--- config.mk ---
export PLATFORM = sky130hd
export DESIGN_NAME = mem_lsu
export DESIGN_NICKNAME = d
export VERILOG_FILES = /design/src/rtl/mem_lsu.sv
export SDC_FILE = /design/constraint.sdc
export NUM_CORES = 1
export LEC_CHECK = 0
export ABC_AREA = 1
export CAP_MARGIN = 15
export CORE_MARGIN = 3
export CORE_UTILIZATION = 44
export CTS_BUF_LIST = sky130_fd_sc_hd__clkbuf_8 sky130_fd_sc_hd__clkbuf_16
export DETAILED_ROUTE_END_ITERATION = 10
export PLACE_DENSITY = 0.81
export SYNTH_ARGS = -nofsm -noshare
export SYNTH_HDL_FRONTEND = slang
export SYNTH_SLANG_ARGS = --single-unit
--- constraint.sdc ---
create_clock -name clk -period 1.6 [get_ports clk]
set_input_delay 0.16 -clock clk [delete_from_list [all_inputs] [get_ports clk]]
set_output_delay 0.16 -clock clk [all_outputs]
set_load 0.01 [all_outputs]
--- src/rtl/mem_lsu.sv ---
// mem_lsu: MEM-stage load/store unit driving a valid/ready data bus and stalling the pipeline.
// Optional feature: define MEM_LSU_MISALIGN_TRAP_EN to trap misaligned accesses instead of force-aligning them.

module mem_lsu #(
   parameter int XLEN = 32
) (
   input  logic              clk,
   input  logic              rst,
   input  logic              req_valid,
   input  logic              mem_read,
   input  logic              mem_write,
   input  logic [2:0]        funct3,
   input  logic [XLEN-1:0]   addr,
   input  logic [XLEN-1:0]   wdata,
   output logic              stall,
   output logic [XLEN-1:0]   load_data,
   output logic              misaligned_fault,
   output logic              dbus_req_valid,
   input  logic              dbus_req_ready,
   output logic              dbus_we,
   output logic [XLEN-1:0]   dbus_addr,
   output logic [XLEN-1:0]   dbus_wdata,
   output logic [XLEN/8-1:0] dbus_wstrb,
   input  logic              dbus_rsp_valid,
   input  logic [XLEN-1:0]   dbus_rdata
);

   localparam logic [1:0] ST_IDLE = 2'b00;
   localparam logic [1:0] ST_REQ  = 2'b01;
   localparam logic [1:0] ST_WAIT = 2'b10;
   localparam logic [1:0] ST_DONE = 2'b11;

   logic [1:0]        state;
   logic [1:0]        state_next;
   logic [XLEN-1:0]   addr_q;
   logic [XLEN-1:0]   wdata_q;
   logic [XLEN/8-1:0] wstrb_q;
   logic              we_q;
   logic [2:0]        funct3_q;

   logic              is_byte;
   logic              is_half;
   logic              access;
   logic              accept;
   logic [XLEN-1:0]   eff_addr;
   logic [XLEN-1:0]   wdata_rep;
   logic [XLEN/8-1:0] wstrb_next;
   logic [7:0]        byte_lane;
   logic [15:0]       half_lane;
   logic [XLEN-1:0]   load_ext;

   // Size decode: funct3[1:0] picks byte/half, every other code is a word access.
   assign is_byte = (funct3[1:0] == 2'b00);
   assign is_half = (funct3[1:0] == 2'b01);
   assign access  = req_valid && (mem_read || mem_write);

`ifdef MEM_LSU_MISALIGN_TRAP_EN
   logic misaligned;

   assign misaligned = (is_half && addr[0]) ||
                       (!is_byte && !is_half && (addr[1:0] != 2'b00));
   assign eff_addr   = addr;
   assign accept     = (state == ST_IDLE) && access && !misaligned && !rst;

   always_ff @(posedge clk) begin
      if (rst) begin
         misaligned_fault <= 1'b0;
      end else begin
         misaligned_fault <= (state == ST_IDLE) && access && misaligned;
      end
   end
`else
   // Without trapping, the low address bits are dropped to the access's natural alignment.
   always_comb begin
      eff_addr = addr;
      if (is_half) begin
         eff_addr[0] = 1'b0;
      end else if (!is_byte) begin
         eff_addr[1:0] = 2'b00;
      end
   end

   assign accept           = (state == ST_IDLE) && access && !rst;
   assign misaligned_fault = 1'b0;
`endif

   always_comb begin
      wstrb_next = '0;
      wdata_rep  = '0;
      if (mem_write) begin
         if (is_byte) begin
            wstrb_next = 4'b0001 << eff_addr[1:0];
            wdata_rep  = {4{wdata[7:0]}};
         end else if (is_half) begin
            wstrb_next = eff_addr[1] ? 4'b1100 : 4'b0011;
            wdata_rep  = {2{wdata[15:0]}};
         end else begin
            wstrb_next = 4'b1111;
            wdata_rep  = wdata;
         end
      end
   end

   always_comb begin
      state_next = state;
      case (state)
         ST_IDLE: if (accept)         state_next = ST_REQ;
         ST_REQ:  if (dbus_req_ready) state_next = ST_WAIT;
         ST_WAIT: if (dbus_rsp_valid) state_next = ST_DONE;
         ST_DONE:                     state_next = ST_IDLE;
         default:                     state_next = ST_IDLE;
      endcase
   end

   // Extraction uses the latched address/size, since the pipeline inputs are not trusted after accept.
   always_comb begin
      case (addr_q[1:0])
         2'b00:   byte_lane = dbus_rdata[7:0];
         2'b01:   byte_lane = dbus_rdata[15:8];
         2'b10:   byte_lane = dbus_rdata[23:16];
         default: byte_lane = dbus_rdata[31:24];
      endcase
      half_lane = addr_q[1] ? dbus_rdata[31:16] : dbus_rdata[15:0];
      case (funct3_q[1:0])
         2'b00:   load_ext = funct3_q[2] ? {24'b0, byte_lane} : {{24{byte_lane[7]}}, byte_lane};
         2'b01:   load_ext = funct3_q[2] ? {16'b0, half_lane} : {{16{half_lane[15]}}, half_lane};
         default: load_ext = dbus_rdata;
      endcase
   end

   always_ff @(posedge clk) begin
      if (rst) begin
         state     <= ST_IDLE;
         addr_q    <= '0;
         wdata_q   <= '0;
         wstrb_q   <= '0;
         we_q      <= 1'b0;
         funct3_q  <= 3'b000;
         load_data <= '0;
      end else begin
         state <= state_next;
         if (accept) begin
            addr_q   <= eff_addr;
            wdata_q  <= wdata_rep;
            wstrb_q  <= wstrb_next;
            we_q     <= mem_write;
            funct3_q <= funct3;
         end
         if ((state == ST_WAIT) && dbus_rsp_valid && !we_q) begin
            load_data <= load_ext;
         end
      end
   end

   assign stall          = accept || (state == ST_REQ) || (state == ST_WAIT);
   assign dbus_req_valid = (state == ST_REQ);
   assign dbus_we        = we_q;
   assign dbus_addr      = {addr_q[XLEN-1:2], 2'b00};
   assign dbus_wdata     = wdata_q;
   assign dbus_wstrb     = wstrb_q;

endmodule

==> results of run 1 <==
-- repair_timing --
action                                  4_1_cts  5_1_grt
gates cloned                                  1        3
pin swaps                                     2       16
setup buffers                                 1        1
endpoints found under the setup margin       30      100
resized for setup                            19       67
-- area by class of cell --
cell class	instances	area [sq um]
Inverter	65	249
Timing Repair Buffer	249	2550
Sequential cell	106	2120
Clock inverter	5	83.8
Clock buffer	11	253
Tap cell	143	179
Fill cell	945	3480
Multi-Input combinational cell	521	2540
-- per-stage QoR --
stage / TNS (ns) / utilization [%] / hold slack, ns / instances
final: 0 / 69.6 / 0.358 / 1100
after global routing: -2.31 / 69.6 / 0.357 / 1100
after CTS: 0 / 67.1 / 0.346 / 1096
after floorplan: 0 / - / 0.270 / 766
after detailed placement: -1.87 / 63.8 / 0.456 / 1078
after global placement: -1.04 / 63.8 / 0.449 / 1078
-- cells in the final DEF (no fill, tap or decap), types with 3 or more instances in the layout --
| cell | synthesis | layout |
|---|---|---|
| a21oi_1 | 48 | 27 |
| inv_2 | 3 | 6 |
| buf_6 | 4 | 3 |
| or2_2 | 5 | 5 |
| dfxtp_1 | 106 | 104 |
| a21oi_2 | 0 | 21 |
| nand3_1 | 43 | 43 |
| nand2_2 | 1 | 6 |
| nand2_4 | 1 | 9 |
| nor2_1 | 61 | 54 |
| inv_1 | 62 | 58 |
| buf_12 | 0 | 7 |
| nor2_2 | 4 | 10 |
| buf_2 | 13 | 3 |
| nand4_1 | 9 | 9 |
| o21ai_2 | 11 | 11 |
| o211ai_1 | 11 | 11 |
| conb_1 | 1 | 3 |
| clkdlybuf4s50_1 | 0 | 203 |
| buf_4 | 40 | 28 |
| o21ai_0 | 45 | 35 |
| o21ai_1 | 0 | 10 |
| clkbuf_16 | 0 | 12 |
| nand2_1 | 267 | 254 |
-- sequential cells by signal, summed over array words and instances (netlist names) --
signal / flops
addr_q: 32
dbus_wdata: 32
load_data: 32
dbus_we: 1
state: 2
funct3_q: 3
dbus_wstrb: 4
-- worst max-delay path, cell delays in order, from the launching register on --
cell and delay, ns:
dfxtp_2 0.33, inv_2 0.07, ha_4 0.14, inv_2 0.04, nor2_4 0.09, nand3_2 0.09
buf_12 0.15, nor2_4 0.12, buf_12 0.14, clkbuf_16 0.17, nand2_4 0.05, a21oi_2 0.13
-- report_power, final --
part	switching, W	internal, W
logic	0.00154	0.00152
clock network	0.000986	0.00146
registers	0.000201	0.00300
total	0.00273	0.00598
-- cells by family (layout without fill, tap and decap cells) --
family	after synthesis	count (layout)	synth area share, %
DFF	106	106	40.8
adders and majority gates	4	4	0.962
buffers and inverters	139	330	14.0
and+or+nand+nor	396	396	31.3
other	1	3	0.0721
AOI/OAI and AO/OA	118	118	12.8
-- worst max-delay path by stage --
stage | endpoint | cells past startpoint
floorplan | funct3_q[1]$_SDFFE_PP0P_ | 9
global placement | stall | 6
detailed placement | stall | 6
CTS | addr_q[10]$_SDFFE_PP0P_ | 10
global route | dbus_wdata[27]$_SDFFE_PP0P_ | 11
finish | dbus_wdata[0]$_SDFFE_PP0P_ | 11
-- metal layers --
layer  track usage, %  share of wire, %
met4             9.31               3.3
met1             27.4                39
met2             38.3                48
met3             5.92               9.0
met5                0                 0
==> results.py, run 1 <==
metrics = {
    "run_status": {
        "outcome": "finished, final reports clean",
    },
    "synth": {
        "yosys.area.top_type": "dfxtp_1",
        "synth_edf_count": 0,
        "ys_seq_area_share_pct": 40.8,
        "synth-main-ff-cell": "dfxtp_1",
        "yosys-top-cells-count": "nand2_1 (267), dfxtp_1 (106), inv_1 (62)",
        "async_flop_share_pct": 0,
        "synth.area.top_cells": "dfxtp_1 (41%), nand2_1 (19%), buf_4 (5.8%)",
        "yosysMostFrequentCell": "nand2_1",
        "yosysWarningCount": 0,
        "avgSynthCellArea_sq_um": 6.81,
        "synth_cells": 764,
        "synth.cell_area_sq_um": 5200,
        "synth-seq-cells": 106,
        "synth_top_area_share_pct": 40.8,
        "synth_cell_types": 31,
    },
    "place": {
        "postPlaceCellArea_sq_um": 7310,
        "dp_slack_ns": -0.0886,
        "place_congestion": 0.887,
        "hpwl_microns": 11500,
        "io_buffers": 206,
    },
    "timing": {
        "grt_setup_unrepaired": "yes",
        "finalSetupViolCount": 0,
        "skew_ns": 0.00686,
        "fmax_mhz": 629,
        "finalCriticalPeriod_ns": 1.59,
        "timing_hold_violations_final": 0,
        "period_share_pct": 99.4,
        "drv_slew": 0,
        "worst_slack_ns": 0.00945,
    },
    "critical_path": {
        "r2r-end": "dbus_wdata[0]$_SDFFE_PP0P_",
        "worst_setup_path_start_kind": "register",
        "worst-r2r-setup-slack_ns": 0.009,
        "timing.rr.start": "state[1]$_SDFFE_PP0P_",
        "worstRegToRegCells": 11,
        "critPathArrivalTime_ns": 1.87,
        "end_kind": "register",
        "cp_max_fo": 7,
        "crit_type": "register to register",
        "startpoint": "state[1]$_SDFFE_PP0P_",
        "crit_required_ns": 1.87,
    },
    "routing": {
        "viasPerCell": 4.98,
        "wl_microns": 15900,
        "ant_nets": 0,
        "dr_total_vias": 5475,
        "wl_per_cell_microns": 14.5,
        "drtIter0Drc": 387,
        "drcViolationCount": 0,
        "drtPass1Iterations": 6,
    },
    "global_route": {
        "grt_max_degree": 42,
        "grt_pass1_wl_microns": 24000,
        "grt_antenna_before_repair": 0,
        "grt_usage_pct": 22.6,
        "grt.overflow.total": 0,
        "grt_pass1_vias": 4976,
    },
    "clocking": {
        "clock_sinks": 106,
        "htreeDepth": 3,
        "clockRootBuffer": "clkbuf_16",
        "clockBufferDepth": 2,
        "cts_hold_buf": 0,
        "cts_tree": "yes",
        "path_clk_slew_ns": 0.07,
        "clk_latency_ns": 0.34,
        "numCtsBuffers": 9,
    },
    "floorplanning": {
        "rows": 39,
        "die-width_microns": 115,
        "initial_core_util_pct": 45.4,
        "die_h_microns": 115,
        "io_pins": 210,
        "fp.dieArea_sq_um": 13200,
        "coreArea_sq_um": 11500,
    },
    "layout": {
        "layout-drive-gt1-share_pct": 14.6,
        "antennaDiodeCount": 0,
        "finalInstanceArea_sq_um": 7980,
        "nets": 1062,
        "area_growth_pct": 53.5,
    },
    "flow_run": {
        "maxCapViolCount": 0,
    },
    "power": {
        "ir_worst_vdd_v": 0.000652,
        "p_per_area_nw_per_um2": 1090,
        "finalPower_w": 0.00871,
        "cellLeakagePower_nw": 3.47,
    },
    "worst_hold_path": {
        "min_from": "addr[9]",
        "hold_end": "addr_q[9]$_SDFFE_PP0P_",
        "hold_class": "input pin to register",
        "hold-path-cell-count": 3,
    },
}
(Power assumes the default switching activity.)
==> run 2, diff against run 1 <==
--- a/config.mk
+++ b/config.mk
@@ -7,11 +7,10 @@
 export LEC_CHECK = 0
 export ABC_AREA = 1
 export CAP_MARGIN = 15
-export CORE_MARGIN = 3
-export CORE_UTILIZATION = 44
+export CORE_UTILIZATION = 40
 export CTS_BUF_LIST = sky130_fd_sc_hd__clkbuf_8 sky130_fd_sc_hd__clkbuf_16
 export DETAILED_ROUTE_END_ITERATION = 10
-export PLACE_DENSITY = 0.81
+export PLACE_DENSITY = 0.75
 export SYNTH_ARGS = -nofsm -noshare
 export SYNTH_HDL_FRONTEND = slang
 export SYNTH_SLANG_ARGS = --single-unit
==> run 2 against run 1 <==
  * The run now ends with setup timing left
  * Core utilization down 7.3 points
  * Critical endpoint is now dbus_wdata[26]$_SDFFE_PP0P_
  * Worst setup slack worse by 0.015 ns
  * Sequential share of layout area up 0.30 points
  * Global-route usage up 0.52 points
  * Wire length down 1.0%
  * Die area up 2.3%
  * Highest routed layer unchanged
  * Final area down 1.1%
  * Worst hold slack worse by 0.012 ns
  * Critical path depth unchanged
  * Via count down 2.1%
  * Power down 0.51%
==> results.py, run 2 (synthesis gave the netlist of run 1 again) <==
metrics = {
    "run_status": {
        "outcome": "finished with violations",
        "failed_checks": "setup timing",
    },
    "timing": {
        "worst_slack_ns": -0.00570,
        "fin_setup_tns_ns": -0.00911,
        "fmax_mhz": 623,
        "timing_hold_violations_final": 0,
        "skew_ns": 0.00491,
        "finalSetupViolCount": 2,
        "finalCriticalPeriod_ns": 1.61,
        "grt_setup_unrepaired": "yes",
        "drv_slew": 0,
        "period_share_pct": 100,
        "whs_ns": 0.346,
    },
    "layout": {
        "final_common_cell": "nand2_1",
        "final_cells": 1128,
        "area_growth_pct": 51.7,
        "layout_common_cells": "nand2_1 (267), clkdlybuf4s50_1 (203), dfxtp_1 (104), inv_1 (60), nor2_1 (59)",
        "layout-drive-gt1-share_pct": 10.6,
        "nets": 1061,
        "antennaDiodeCount": 0,
    },
    "clocking": {
        "cts_tree": "yes",
        "clk_latency_ns": 0.35,
        "htreeDepth": 3,
        "clock_sinks": 106,
        "clockBufferDepth": 2,
        "path_clk_slew_ns": 0.07,
        "numCtsBuffers": 9,
        "cts_hold_buf": 0,
        "clockRootBuffer": "clkbuf_16",
    },
    "power": {
        "finalPower_w": 0.00866,
        "ir_worst_vdd_v": 0.000425,
        "p_per_area_nw_per_um2": 1100,
        "switching_share_pct": 31.5,
        "combPwrFrac_pct": 35.6,
        "seq_power_share_pct": 36.9,
        "p_switching_w": 0.00273,
        "p_int_w": 0.00594,
        "cellLeakagePower_nw": 3.41,
        "power.share.clock_pct": 27.5,
    },
    "floorplanning": {
        "die-width_microns": 116,
        "initial_core_util_pct": 41.0,
        "fp.dieArea_sq_um": 13500,
        "io_pins": 210,
        "coreArea_sq_um": 12700,
        "rows": 41,
        "die_h_microns": 116,
    },
    "critical_path": {
        "slowest_delay_ns": 0.34,
        "timing.rr.start": "state[0]$_SDFFE_PP0P_",
        "cp_max_fo": 9,
        "worst_setup_path_start_kind": "register",
        "crit_path_frequent_cell": "buf_6",
        "crit_type": "register to register",
        "path_cells": "inv_4 -> ha_4 -> inv_2 -> nor2_2 -> nand3_2 -> buf_6 -> nor2_4 -> buf_12 -> buf_6 -> nand2_1 -> a21oi_1",
        "crit_required_ns": 1.88,
        "startpoint": "state[0]$_SDFFE_PP0P_",
        "cp_slowest_cell": "dfxtp_2",
        "worstRegToRegCells": 11,
        "critPathArrivalTime_ns": 1.89,
        "end_kind": "register",
    },
    "routing": {
        "drtIter0Drc": 375,
        "ant_nets": 0,
        "dr_total_vias": 5362,
        "wl_per_cell_microns": 14.0,
        "viasPerCell": 4.75,
        "wl_microns": 15800,
        "drcViolationCount": 0,
        "drtPass1Iterations": 5,
    },
    "global_route": {
        "grt_max_degree": 67,
        "grt_pass1_vias": 4852,
        "grt_usage_pct": 23.2,
        "grt.overflow.total": 0,
        "grt_pass1_wl_microns": 24000,
        "grt_antenna_before_repair": 0,
    },
    "worst_hold_path": {
        "hold_class": "input pin to register",
        "hold-path-cell-count": 3,
        "min_from": "addr[8]",
    },
    "place": {
        "place_congestion": 0.850,
        "io_buffers": 206,
        "dp_cells": 1101,
        "hpwl_microns": 11100,
    },
    "flow_run": {
        "maxCapViolCount": 0,
    },
}
==> run 2: stage by stage <==
| stage | area, sq um | utilization [%] | setup slack [ns] |
|---|---|---|---|
| 4_1_cts | 7680 | 60.6 | 0.00985 |
| 5_1_grt | 7890 | 62.3 | -0.103 |
| 3_3_place_gp | 7330 | 57.8 | -0.0785 |
| 3_5_place_dp | 7330 | 57.8 | -0.117 |
| 6_report | 7890 | 62.3 | -0.00570 |
| 2_1_floorplan | 5210 | - | 0.139 |
==> run 2: critical path, delay by kind of cell (launching register included) <==
kind / cells / cell delay (ns)
buf+inv: 5 / 0.57
fa+ha+maj: 1 / 0.14
simple gates: 4 / 0.38
compound gates: 1 / 0.12
flops: 1 / 0.34
==> run 2: final timing paths <==
check	to	slack (ns)
setup / recovery	dbus_wdata[26]$_SDFFE_PP0P_	-0.006
hold / removal	addr_q[8]$_SDFFE_PP0P_	0.35
setup reg to reg	dbus_wdata[26]$_SDFFE_PP0P_	-0.006
hold reg to reg	dbus_wdata[4]$_SDFFE_PP0P_	0.46
==> run 2: repair_timing <==
action | CTS | global route
endpoints found under the setup margin | 14 | 69
pin swaps | 0 | 4
gates cloned | 1 | 5
setup buffers | 0 | 5
gates resized for setup | 9 | 20
hold endpoints to repair | 0 | 0
==> run 2: per-layer routing <==
layer	GRT usage [%]	wire length (microns)
met5	0	0
met4	9.40	315
met3	6.28	1260
met2	38.7	7560
met1	28.2	6640
==> run 2: area by class of cell <==
class	instances	area (sq um)
Clock buffer	9	225
Clock inverter	7	91.3
Fill cell	1146	4780
Inverter	65	249
Multi-Input combinational cell	521	2400
Sequential cell	106	2120
Tap cell	172	215
Timing Repair Buffer	248	2580
==> run 2: power groups by stage <==
stage          clock network [W]  registers [W]  logic, W
2_1_floorplan                  0        0.00331   0.00153
3_3_place_gp                   0        0.00323   0.00283
3_5_place_dp                   0        0.00324   0.00286
4_1_cts                  0.00244        0.00319   0.00289
5_1_grt                  0.00256        0.00324   0.00339
6_report                 0.00238        0.00320   0.00308
